### src/rtl/router_pkg.sv
// Shared constants for the reduction-tree router: default layer parameters and the
// derived word width W, plus the SEL direction encoding.
package router_pkg;

  localparam int unsigned K_DEF          = 3;
  localparam int unsigned BOTTLENECK_DEF = 1668;
  localparam int unsigned BIT_OFM_DEF    = 29;
  localparam int unsigned DELTA_X_DEF    = 16;
  localparam int unsigned OU_DEF         = 8;
  localparam int unsigned OUT_CH_DEF     = 64;
  localparam int unsigned FIFO_DEPTH_DEF = 2;

  function automatic int unsigned calc_num_cycle(input int unsigned bottleneck,
                                                 input int unsigned ou,
                                                 input int unsigned delta_x);
    return (bottleneck * ou) / delta_x;
  endfunction

  function automatic int unsigned calc_data_amount(input int unsigned k,
                                                   input int unsigned out_ch);
    return k * out_ch;
  endfunction

  // Pixels that must fit in one word per bottleneck interval (ceiling division).
  function automatic int unsigned calc_how_many_pixel(input int unsigned data_amount,
                                                      input int unsigned num_cycle);
    return (data_amount + num_cycle - 1) / num_cycle;
  endfunction

  function automatic int unsigned calc_w(input int unsigned k,
                                         input int unsigned bottleneck,
                                         input int unsigned bit_ofm,
                                         input int unsigned delta_x,
                                         input int unsigned ou,
                                         input int unsigned out_ch);
    return calc_how_many_pixel(calc_data_amount(k, out_ch),
                               calc_num_cycle(bottleneck, ou, delta_x)) * bit_ofm;
  endfunction

  localparam int unsigned NUM_CYCLE      = calc_num_cycle(BOTTLENECK_DEF, OU_DEF, DELTA_X_DEF);
  localparam int unsigned DATA_AMOUNT    = calc_data_amount(K_DEF, OUT_CH_DEF);
  localparam int unsigned HOW_MANY_PIXEL = calc_how_many_pixel(DATA_AMOUNT, NUM_CYCLE);
  localparam int unsigned W              = HOW_MANY_PIXEL * BIT_OFM_DEF;

  typedef enum logic {
    SelMerge = 1'b0,
    SelSplit = 1'b1
  } sel_e;

endpackage

### src/rtl/router_fifo.sv
// Small circular FIFO with count; pushes while full are dropped even if a pop
// happens on the same edge.
module router_fifo #(
  parameter int unsigned WIDTH = 29,
  parameter int unsigned DEPTH = 2,
  localparam int unsigned CntW = $clog2(DEPTH + 1)
) (
  input  logic             clk,
  input  logic             rst_n,
  input  logic             i_push,
  input  logic             i_pop,
  input  logic [WIDTH-1:0] i_data,
  output logic [WIDTH-1:0] o_data,
  output logic             o_full,
  output logic             o_empty,
  output logic [CntW-1:0]  o_count
);

  localparam int unsigned PtrW = (DEPTH > 1) ? $clog2(DEPTH) : 1;
  localparam logic [PtrW-1:0] LastPtr = PtrW'(DEPTH - 1);
  localparam logic [CntW-1:0] FullCnt = CntW'(DEPTH);

  logic [WIDTH-1:0] r_mem [DEPTH];
  logic [PtrW-1:0]  r_wr_ptr;
  logic [PtrW-1:0]  r_rd_ptr;
  logic [CntW-1:0]  r_count;
  logic             w_push_ok;
  logic             w_pop_ok;

  function automatic logic [PtrW-1:0] next_ptr(input logic [PtrW-1:0] ptr);
    return (ptr == LastPtr) ? '0 : ptr + PtrW'(1);
  endfunction

  // Acceptance looks only at the registered count, never at a same-edge pop.
  assign w_push_ok = i_push && (r_count != FullCnt);
  assign w_pop_ok  = i_pop && (r_count != '0);

  always_ff @(posedge clk or negedge rst_n) begin
    if (!rst_n) begin
      r_wr_ptr <= '0;
      r_rd_ptr <= '0;
      r_count  <= '0;
      for (int i = 0; i < int'(DEPTH); i++) begin
        r_mem[i] <= '0;
      end
    end else begin
      if (w_push_ok) begin
        r_mem[r_wr_ptr] <= i_data;
        r_wr_ptr        <= next_ptr(r_wr_ptr);
      end
      if (w_pop_ok) begin
        r_rd_ptr <= next_ptr(r_rd_ptr);
      end
      unique case ({w_push_ok, w_pop_ok})
        2'b10:   r_count <= r_count + CntW'(1);
        2'b01:   r_count <= r_count - CntW'(1);
        default: r_count <= r_count;
      endcase
    end
  end

  assign o_data  = r_mem[r_rd_ptr];
  assign o_full  = (r_count == FullCnt);
  assign o_empty = (r_count == '0);
  assign o_count = r_count;

endmodule

### src/rtl/router.sv
// Reduction-tree node router: merges two W-bit branch streams onto a 2W trunk
// (SEL=0) or splits the trunk onto the branches (SEL=1).
module router
  import router_pkg::*;
#(
  parameter int unsigned K          = K_DEF,
  parameter int unsigned BOTTLENECK = BOTTLENECK_DEF,
  parameter int unsigned BIT_OFM    = BIT_OFM_DEF,
  parameter int unsigned DELTA_X    = DELTA_X_DEF,
  parameter int unsigned OU         = OU_DEF,
  parameter int unsigned OUT_CH     = OUT_CH_DEF,
  parameter int unsigned FIFO_DEPTH = FIFO_DEPTH_DEF,
  localparam int unsigned WD        = calc_w(K, BOTTLENECK, BIT_OFM, DELTA_X, OU, OUT_CH)
) (
  input  logic            clk,
  input  logic            rst_n,
  input  logic            SEL,
  input  logic [WD-1:0]   INPUT_BRANCH_1,
  input  logic [WD-1:0]   INPUT_BRANCH_2,
  input  logic [2*WD-1:0] INPUT_TRUNK,
  input  logic            INPUT_BRANCH_1_WRITE,
  input  logic            INPUT_BRANCH_2_WRITE,
  input  logic            INPUT_TRUNK_WRITE,
  output logic [WD-1:0]   output_branch_1,
  output logic [WD-1:0]   output_branch_2,
  output logic [2*WD-1:0] output_trunk,
  output logic            output_branch_1_valid,
  output logic            output_branch_2_valid,
  output logic            output_trunk_valid,
  output logic            input_branch_1_full,
  output logic            input_branch_2_full,
  output logic            input_trunk_full
);

  localparam int unsigned CntW = $clog2(FIFO_DEPTH + 1);
  localparam logic [CntW-1:0] MaxCnt = CntW'(FIFO_DEPTH);

  logic [WD-1:0]   w_b1_data;
  logic [WD-1:0]   w_b2_data;
  logic [2*WD-1:0] w_t_data;
  logic            w_b1_empty;
  logic            w_b2_empty;
  logic            w_t_empty;
  logic [CntW-1:0] w_b1_count;
  logic [CntW-1:0] w_b2_count;
  logic [CntW-1:0] w_t_count;
  logic            w_merge_pop;
  logic            w_split_pop;
  sel_e            w_sel;

  logic [2*WD-1:0] r_trunk;
  logic [WD-1:0]   r_branch_1;
  logic [WD-1:0]   r_branch_2;
  logic            r_trunk_valid;
  logic            r_branch_valid;

  assign w_sel = sel_e'(SEL);

  // Merge only fires when both branches can contribute a half of the trunk word.
  assign w_merge_pop = (w_sel == SelMerge) && !w_b1_empty && !w_b2_empty;
  assign w_split_pop = (w_sel == SelSplit) && !w_t_empty;

  router_fifo #(
    .WIDTH (WD),
    .DEPTH (FIFO_DEPTH)
  ) u_fifo_b1 (
    .clk     (clk),
    .rst_n   (rst_n),
    .i_push  (INPUT_BRANCH_1_WRITE),
    .i_pop   (w_merge_pop),
    .i_data  (INPUT_BRANCH_1),
    .o_data  (w_b1_data),
    .o_full  (input_branch_1_full),
    .o_empty (w_b1_empty),
    .o_count (w_b1_count)
  );

  router_fifo #(
    .WIDTH (WD),
    .DEPTH (FIFO_DEPTH)
  ) u_fifo_b2 (
    .clk     (clk),
    .rst_n   (rst_n),
    .i_push  (INPUT_BRANCH_2_WRITE),
    .i_pop   (w_merge_pop),
    .i_data  (INPUT_BRANCH_2),
    .o_data  (w_b2_data),
    .o_full  (input_branch_2_full),
    .o_empty (w_b2_empty),
    .o_count (w_b2_count)
  );

  router_fifo #(
    .WIDTH (2 * WD),
    .DEPTH (FIFO_DEPTH)
  ) u_fifo_t (
    .clk     (clk),
    .rst_n   (rst_n),
    .i_push  (INPUT_TRUNK_WRITE),
    .i_pop   (w_split_pop),
    .i_data  (INPUT_TRUNK),
    .o_data  (w_t_data),
    .o_full  (input_trunk_full),
    .o_empty (w_t_empty),
    .o_count (w_t_count)
  );

  always_ff @(posedge clk or negedge rst_n) begin
    if (!rst_n) begin
      r_trunk        <= '0;
      r_branch_1     <= '0;
      r_branch_2     <= '0;
      r_trunk_valid  <= 1'b0;
      r_branch_valid <= 1'b0;
    end else begin
      r_trunk_valid  <= w_merge_pop;
      r_branch_valid <= w_split_pop;
      if (w_merge_pop) begin
        r_trunk <= {w_b2_data, w_b1_data};
      end
      if (w_split_pop) begin
        r_branch_1 <= w_t_data[WD-1:0];
        r_branch_2 <= w_t_data[2*WD-1:WD];
      end
    end
  end

  assign output_trunk          = r_trunk;
  assign output_branch_1       = r_branch_1;
  assign output_branch_2       = r_branch_2;
  assign output_trunk_valid    = r_trunk_valid;
  assign output_branch_1_valid = r_branch_valid;
  assign output_branch_2_valid = r_branch_valid;

  // Occupancy can never exceed the depth, and only one direction is ever active.
  a_b1_cnt : assert property (@(posedge clk) disable iff (!rst_n) w_b1_count <= MaxCnt);
  a_b2_cnt : assert property (@(posedge clk) disable iff (!rst_n) w_b2_count <= MaxCnt);
  a_t_cnt  : assert property (@(posedge clk) disable iff (!rst_n) w_t_count <= MaxCnt);
  a_excl   : assert property (@(posedge clk) disable iff (!rst_n)
                              !(r_trunk_valid && r_branch_valid));

endmodule

### config.mk
export PLATFORM = sky130hd
export DESIGN_NAME = router
export DESIGN_NICKNAME = d
export VERILOG_FILES = /design/src/rtl/router_pkg.sv /design/src/rtl/router_fifo.sv /design/src/rtl/router.sv
export SDC_FILE = /design/constraint.sdc
export NUM_CORES = 1
export LEC_CHECK = 0
export CAP_MARGIN = 10
export CORE_MARGIN = 4
export CORE_UTILIZATION = 57
export DETAILED_ROUTE_END_ITERATION = 6
export GPL_TIMING_DRIVEN = 0
export PLACE_DENSITY_LB_ADDON = 0.2
export SLEW_MARGIN = 5
export SYNTH_ARGS = -nofsm -noshare
export SYNTH_HDL_FRONTEND = slang
export SYNTH_SLANG_ARGS = --single-unit
### constraint.sdc
create_clock -name clk -period 4.49 [get_ports clk]
set_input_delay 0.898 -clock clk [delete_from_list [all_inputs] [get_ports clk]]
set_output_delay 0.898 -clock clk [all_outputs]
set_load 0.01 [all_outputs]
==> flow_summary_export.csv, run 1 <==
group,metric,value,unit
status,status,"finished, final reports clean",
floorplan,die_w,168,microns
logic_synthesis,synth.top_cells.by_count,"dfrtp_1, mux2_2, nand2_1",
global_route,grt_use_met3,5.80,%
clocking,cts_resized,0,
worst_setup_path,crit_fanout,10,
floorplan,die_area,0.0283,sq mm
cells_and_area,fin_nets,1392,
timing,period_minus_slack,2.88,ns
placed_design,port_buffers,243,
floorplan,io_pins,244,
power_and_ir_drop,powerDensity,772,mW/mm^2
routing,drt-wirelength-per-cell,19.3,microns
floorplan,start_util,58.0,%
logic_synthesis,synthArstFlopShare,100,%
cells_and_area,drive_gt1_share,33.2,%
cells_and_area,fin_cells,1624,
routing,drtIter0Drc,399,
worst_setup_path,end_kind,"flop",
global_route,grt_pass1_vias,9635,
clocking,clk_pin_slew,0.06,ns
cells_and_area,fin_util,74.6,%
power_and_ir_drop,ir_worst_vdd,559,uV
clocking,cts_hold_buf,0,
global_route,antenna_found_initial,2,
timing,min_period_over_period,64.2,%
worst_setup_path,arrival,3.32,ns
clocking,clock_latency,0.51,ns
clocking,htree_levels,2,
logic_synthesis,synth_edf_count,0,
logic_synthesis,yosys.area.top_type,"dfrtp_1",
global_route,grt_max_degree,118,
power_and_ir_drop,power_switching_share,29.9,%
global_route,grtUsageMet1,29.3,%
clocking,cts_tree,"built",
logic_synthesis,ys_warn_count,0,
global_route,grt_overflow,0,
logic_synthesis,netlist.area_leader.share,61.8,%
logic_synthesis,syn_inst,981,
logic_synthesis,synth_flop_cell,"dfrtp_1",
clocking,clk_path_buf_depth,3,
routing,drc,0,
timing,fin_hold_ws,0.456,ns
clocking,clkSinkCount,362,
logic_synthesis,synth.area.top_cells,"dfrtp_1, mux2_2, mux2i_1, o21ai_0, nand2_1",
timing,hold_viol_final,0,
logic_synthesis,syn_avg_cell_area,14.9,sq um
power_and_ir_drop,leakagePower,8.16,nW
global_route,grt_pass1_wl,51.4,mm
global_route,busiest_layer,"met2",
cells_and_area,syn2layout_area_growth,28.6,%
timing,setup_viol,0,
worst_setup_path,critPathKind,"in2reg",
placed_design,placed_cells,1557,
worst_setup_path,crit_required,4.93,ns
timing,drv_slew,0,
power_and_ir_drop,power_switching,4.36,mW
flow_run,maxCapViolCount,0,
routing,vias,8810,
logic_synthesis,syn_area,0.0147,sq mm
routing,routed_wl,31.4,mm
cells_and_area,diodes,0,
clocking,clock_tree.root_cell,"clkbuf_16",
global_route,grt.met2_usage,38.1,%
power_and_ir_drop,p_int,10.2,mW
floorplan,die_y,168,microns
placed_design,routabilityCongestion,0.720,
logic_synthesis,synth_nets,1106,
logic_synthesis,synth-seq-cells,362,
logic_synthesis,yosysSeqAreaShare,61.8,%
routing,drt_pass1_iterations,4,
logic_synthesis,synth_most_common_cell,"dfrtp_1",
min_path,hp-class,"in2async",
timing,maxSlewHeadroom,46.0,%
timing,max_freq,0.347,GHz
routing,viasPerCell,5.42,
timing,fin_skew,0.0201,ns
timing,worst_pin_slew,0.810,ns
logic_synthesis,synthDistinctLibCells,22,
clocking,numCtsBuffers,38,
power_and_ir_drop,p_comb_share,38.4,%
worst_setup_path,startpoint_type,"input port",
floorplan,coreArea,0.0253,sq mm
global_route,grt.total_usage,22.5,%
placed_design,dp_hpwl,21.5,mm
floorplan,placementRows,58,
power_and_ir_drop,pwr-share-clk,21.5,%
clocking,postCtsSetupBuffers,0,
timing,rsz0062_at_grt,"no",
routing,postRouteAntennaNets,0,
power_and_ir_drop,p_seq_share,40.1,%
## per-layer routing
layer	vias up	routed length, microns
met1	4493	12800
met4	4	677
li1	4041	-
met2	218	15700
met5	-	27
met3	54	2170
## area by class of cell
type	instances	area, sq um
multi-input combinational	559	5290
clock buffer	60	1180
inverter	4	15.0
tap	330	413
buffer	56	290
clock inverter	7	85.1
fill	1663	6410
sequential	362	9060
timing repair buffer	246	2520
## power by group through the flow
stage	combinational (mW)	clock (mW)	sequential, mW
2_1_floorplan	3.37	0	5.88
3_3_place_gp	5.46	0	5.80
3_5_place_dp	5.64	0	5.86
4_1_cts	5.69	3.20	5.84
5_1_grt	6.09	3.33	6.05
6_report	5.59	3.13	5.84
## worst paths after layout
path,endpoint,from,slack (ns),cells past startpoint
min,u_fifo_b2.r_mem[11],rst_n,0.46,1
max in group asynchronous,u_fifo_t.r_mem[75],rst_n,2.87,3
max reg2reg,u_fifo_t.o_count[1],u_fifo_t.o_count[0],1.89,7
max,u_fifo_t.o_count[1],SEL,1.61,8
min reg2reg,output_branch_2[9],output_branch_2[9],0.48,2
min in group clk,output_branch_2[9],output_branch_2[9],0.48,2
## per-stage QoR
| stage | power, mW | setup WS (ns) | TNS (ns) | cell area [sq um] |
|---|---|---|---|---|
| finish | 14.6 | 1.61 | 0 | 18800 |
| global route | 15.5 | 1.42 | 0 | 18800 |
| CTS | 14.7 | 1.61 | 0 | 18800 |
| detailed placement | 11.5 | 1.06 | 0 | 17600 |
| global placement | 11.3 | -13.03 | -4702.04 | 17500 |
| floorplan | 9.25 | 2.11 | 0 | 14700 |
## registers in the layout, summed over array words and instances (netlist names), 2 cells and up
| signal | flops |
|---|---|
| output_branch_1 | 29 |
| output_branch_2 | 29 |
| output_trunk | 58 |
| u_fifo_b1.o_count | 2 |
| u_fifo_b1.r_mem | 58 |
| u_fifo_b2.o_count | 2 |
| u_fifo_b2.r_mem | 58 |
| u_fifo_t.o_count | 2 |
| u_fifo_t.r_mem | 116 |
## kinds of logic (layout without fill, tap and decap cells)
kind of cell	count (synthesis)	after routing	share of synthesized area (%)
simple gates	75	75	2.18
buf+inv	60	373	2.08
flops	362	362	61.8
compound gates	60	60	2.06
mux	406	406	30.7
fa+ha+maj	3	3	0.256
xor+xnor	15	15	0.897
## cell usage in the layout (no fill, tap or decap), types with 3 or more instances in the layout
master	count
mux2_2	328
nor3b_2	3
nand3_1	3
o21ai_0	58
clkbuf_16	41
inv_1	3
xnor2_1	10
ha_1	3
xor2_1	5
clkbuf_1	28
clkinv_2	5
nand2_1	61
buf_2	28
nand2b_1	3
mux2_1	20
mux2i_1	58
dfrtp_1	362
clkdlybuf4s50_1	242
clkbuf_8	8
nor2_1	5
buf_4	8
buf_16	3
## critical path: stages
cell	delay, ns
clkdlybuf4s50_1	0.49
o21ai_1	0.44
buf_2	0.34
clkbuf_1	0.39
inv_1	0.13
ha_1	0.34
nor2_1	0.13
xor2_1	0.14
Power figures use the tool's default switching activity.
==> run 2: changes to the inputs <==
--- a/config.mk
+++ b/config.mk
@@ -7,7 +7,7 @@
 export LEC_CHECK = 0
 export CAP_MARGIN = 10
 export CORE_MARGIN = 4
-export CORE_UTILIZATION = 57
+export CORE_UTILIZATION = 48
 export DETAILED_ROUTE_END_ITERATION = 6
 export GPL_TIMING_DRIVEN = 0
 export PLACE_DENSITY_LB_ADDON = 0.2
==> constraint.sdc (replaced) <==
create_clock -name clk -period 2.45 [get_ports clk]
set_input_delay 0.49 -clock clk [delete_from_list [all_inputs] [get_ports clk]]
set_output_delay 0.49 -clock clk [all_outputs]
set_load 0.01 [all_outputs]
==> flow_summary_export.csv, run 2 (same netlist as run 1, synthesis figures left out) <==
group,metric,value,unit
floorplan,start_util,49.0,%
global_route,grt_pass1_vias,9489,
timing,fin_hold_ws,0.467,ns
power_and_ir_drop,powerDensity,1400,mW/mm^2
floorplan,io_pins,244,
floorplan,die_w,183,microns
worst_setup_path,crit_fanout,4,
placed_design,port_buffers,243,
status,status,"finished, final reports clean",
worst_setup_path,slowest_delay,0.57,ns
clocking,clock_tree.root_cell,"clkbuf_16",
flow_run,maxCapViolCount,0,
clocking,clk_path_buf_depth,3,
timing,period_minus_slack,2.34,ns
global_route,antenna_found_initial,1,
timing,min_period_over_period,95.3,%
cells_and_area,drive_gt1_share,33.5,%
routing,drtIter0Drc,337,
power_and_ir_drop,leakagePower,8.15,nW
routing,vias,8675,
worst_setup_path,startpoint_type,"flop",
clocking,cts_tree,"built",
cells_and_area,largest_reg_flops,116,
cells_and_area,seq_area,0.00906,sq mm
cells_and_area,mostFrequentLayoutCells,"dfrtp_1, mux2_2, clkdlybuf4s50_1",
clocking,htree_levels,2,
routing,drt_pass1_iterations,4,
clocking,clk_pin_slew,0.06,ns
global_route,grt.total_usage,18.9,%
floorplan,placementRows,63,
global_route,grt_pass1_wl,50.9,mm
cells_and_area,fin_nets,1392,
worst_setup_path,critPathKind,"reg2out",
power_and_ir_drop,total_power,26.5,mW
timing,finalSetupTns,0,ns
timing,max_freq,0.428,GHz
timing,drv_slew,0,
floorplan,die_area,0.0334,sq mm
timing,maxSlewHeadroom,45.3,%
placed_design,routabilityCongestion,0.720,
routing,routed_wl,31.4,mm
placed_design,dp_hpwl,21.6,mm
cells_and_area,syn2layout_area_growth,29.0,%
routing,viasPerCell,5.15,
worst_setup_path,reg2reg_depth,6,
clocking,postCtsSetupBuffers,0,
cells_and_area,multi_input_area,0.00530,sq mm
clocking,numCtsBuffers,38,
routing,drt-wirelength-per-cell,18.6,microns
floorplan,coreArea,0.0299,sq mm
global_route,busiest_layer,"met2",
min_path,hp-class,"in2async",
power_and_ir_drop,ir_worst_vdd,788,uV
global_route,grt_overflow,0,
timing,worst_pin_slew,0.821,ns
worst_setup_path,slowest_stage,"clkdlybuf4s50_1",
worst_setup_path,end_kind,"output port",
cells_and_area,final_common_cell,"dfrtp_1",
clocking,clock_latency,0.52,ns
global_route,grt_max_degree,116,
worst_setup_path,path_cells,"nand2b_1, inv_2, clkdlybuf4s50_1",
timing,hold_viol_final,0,
timing,setup_viol,0,
timing,rsz0062_at_grt,"no",
clocking,clkSinkCount,362,
global_route,grt_use_met3,5.24,%
timing,fin_skew,0.0214,ns
routing,drc,0,
cells_and_area,diodes,0,
cells_and_area,nFillCells,2311,
cells_and_area,regMostFlops,"u_fifo_t.r_mem",
global_route,grtUsageMet1,24.7,%
worst_setup_path,crit_required,1.96,ns
worst_setup_path,arrival,1.85,ns
routing,postRouteAntennaNets,0,
floorplan,die_y,183,microns
global_route,grt.met2_usage,31.5,%
-- run 2: cell types whose count changed in the layout (fill, tap and decap cells not counted) --
cell / before / now
clkbuf_8: 8 / 7
o21ai_1: 1 / 0
clkinv_2: 5 / 10
clkbuf_1: 28 / 24
inv_6: 0 / 1
o21ai_4: 0 / 1
clkbuf_16: 41 / 39
dlygate4sd3_1: 0 / 1
-- run 2: timing repair --
item                                   CTS  global route
cloned                                   0             0
resized for setup                        2             0
hold buffers                             1             0
setup endpoints to repair                2             1
endpoints found under the hold margin   43             0
-- run 2: worst paths after layout --
check	endpoint	slack (ns)	from
worst max-delay path	input_trunk_full	0.11	u_fifo_t.o_count[0]
worst min-delay path	output_trunk[39]	0.47	rst_n
worst max register to register	u_fifo_b2.o_count[1]	0.39	u_fifo_b1.o_count[0]
worst min register to register	output_branch_2[9]	0.48	output_branch_2[9]
max in group asynchronous	u_fifo_t.r_mem[106]	0.67	rst_n
min in group clk	output_branch_2[9]	0.48	output_branch_2[9]
-- run 2: area by class of cell --
cell class	instances	share of cell area [%]
Inverter	4	0.0794
Clock inverter	13	0.629
Sequential cell	362	47.9
Timing Repair Buffer	247	13.4
Tap cell	390	2.58
Multi-Input combinational cell	559	28.0
Clock buffer	54	5.83
Buffer	55	1.52
-- run 2: through the flow --
step / cell area, sq um / instances / worst slack [ns] / utilization, %
global placement: 17600 / 1614 / -14.84 / 58.8
floorplan: 14700 / 981 / 0.431 / -
finish: 18900 / 1684 / 0.114 / 63.3
global route: 18900 / 1684 / 0.00132 / 63.3
CTS: 18900 / 1685 / 0.0721 / 63.3
detailed placement: 17700 / 1617 / -0.740 / 59.1
-- run 2: report_power, final --
group	internal [mW]	total, mW	switching, mW
combinational	6.10	10.2	4.08
clock	3.34	5.62	2.28
sequential	9.08	10.7	1.58
total	18.5	26.5	7.94
-- run 2: critical path, delay by kind of cell (launching register included) --
kind                   cells  cell delay (ns)
DFF                        1             0.45
and+or+nand+nor            1             0.22
buffers and inverters      2             0.65
-- run 2: per-layer routing --
layer  share of wire, %  up-vias
li1                   -     4033
met1                 43     4411
met2                 48      179
met3                6.4       50
met4                2.1        2
met5              0.035        -
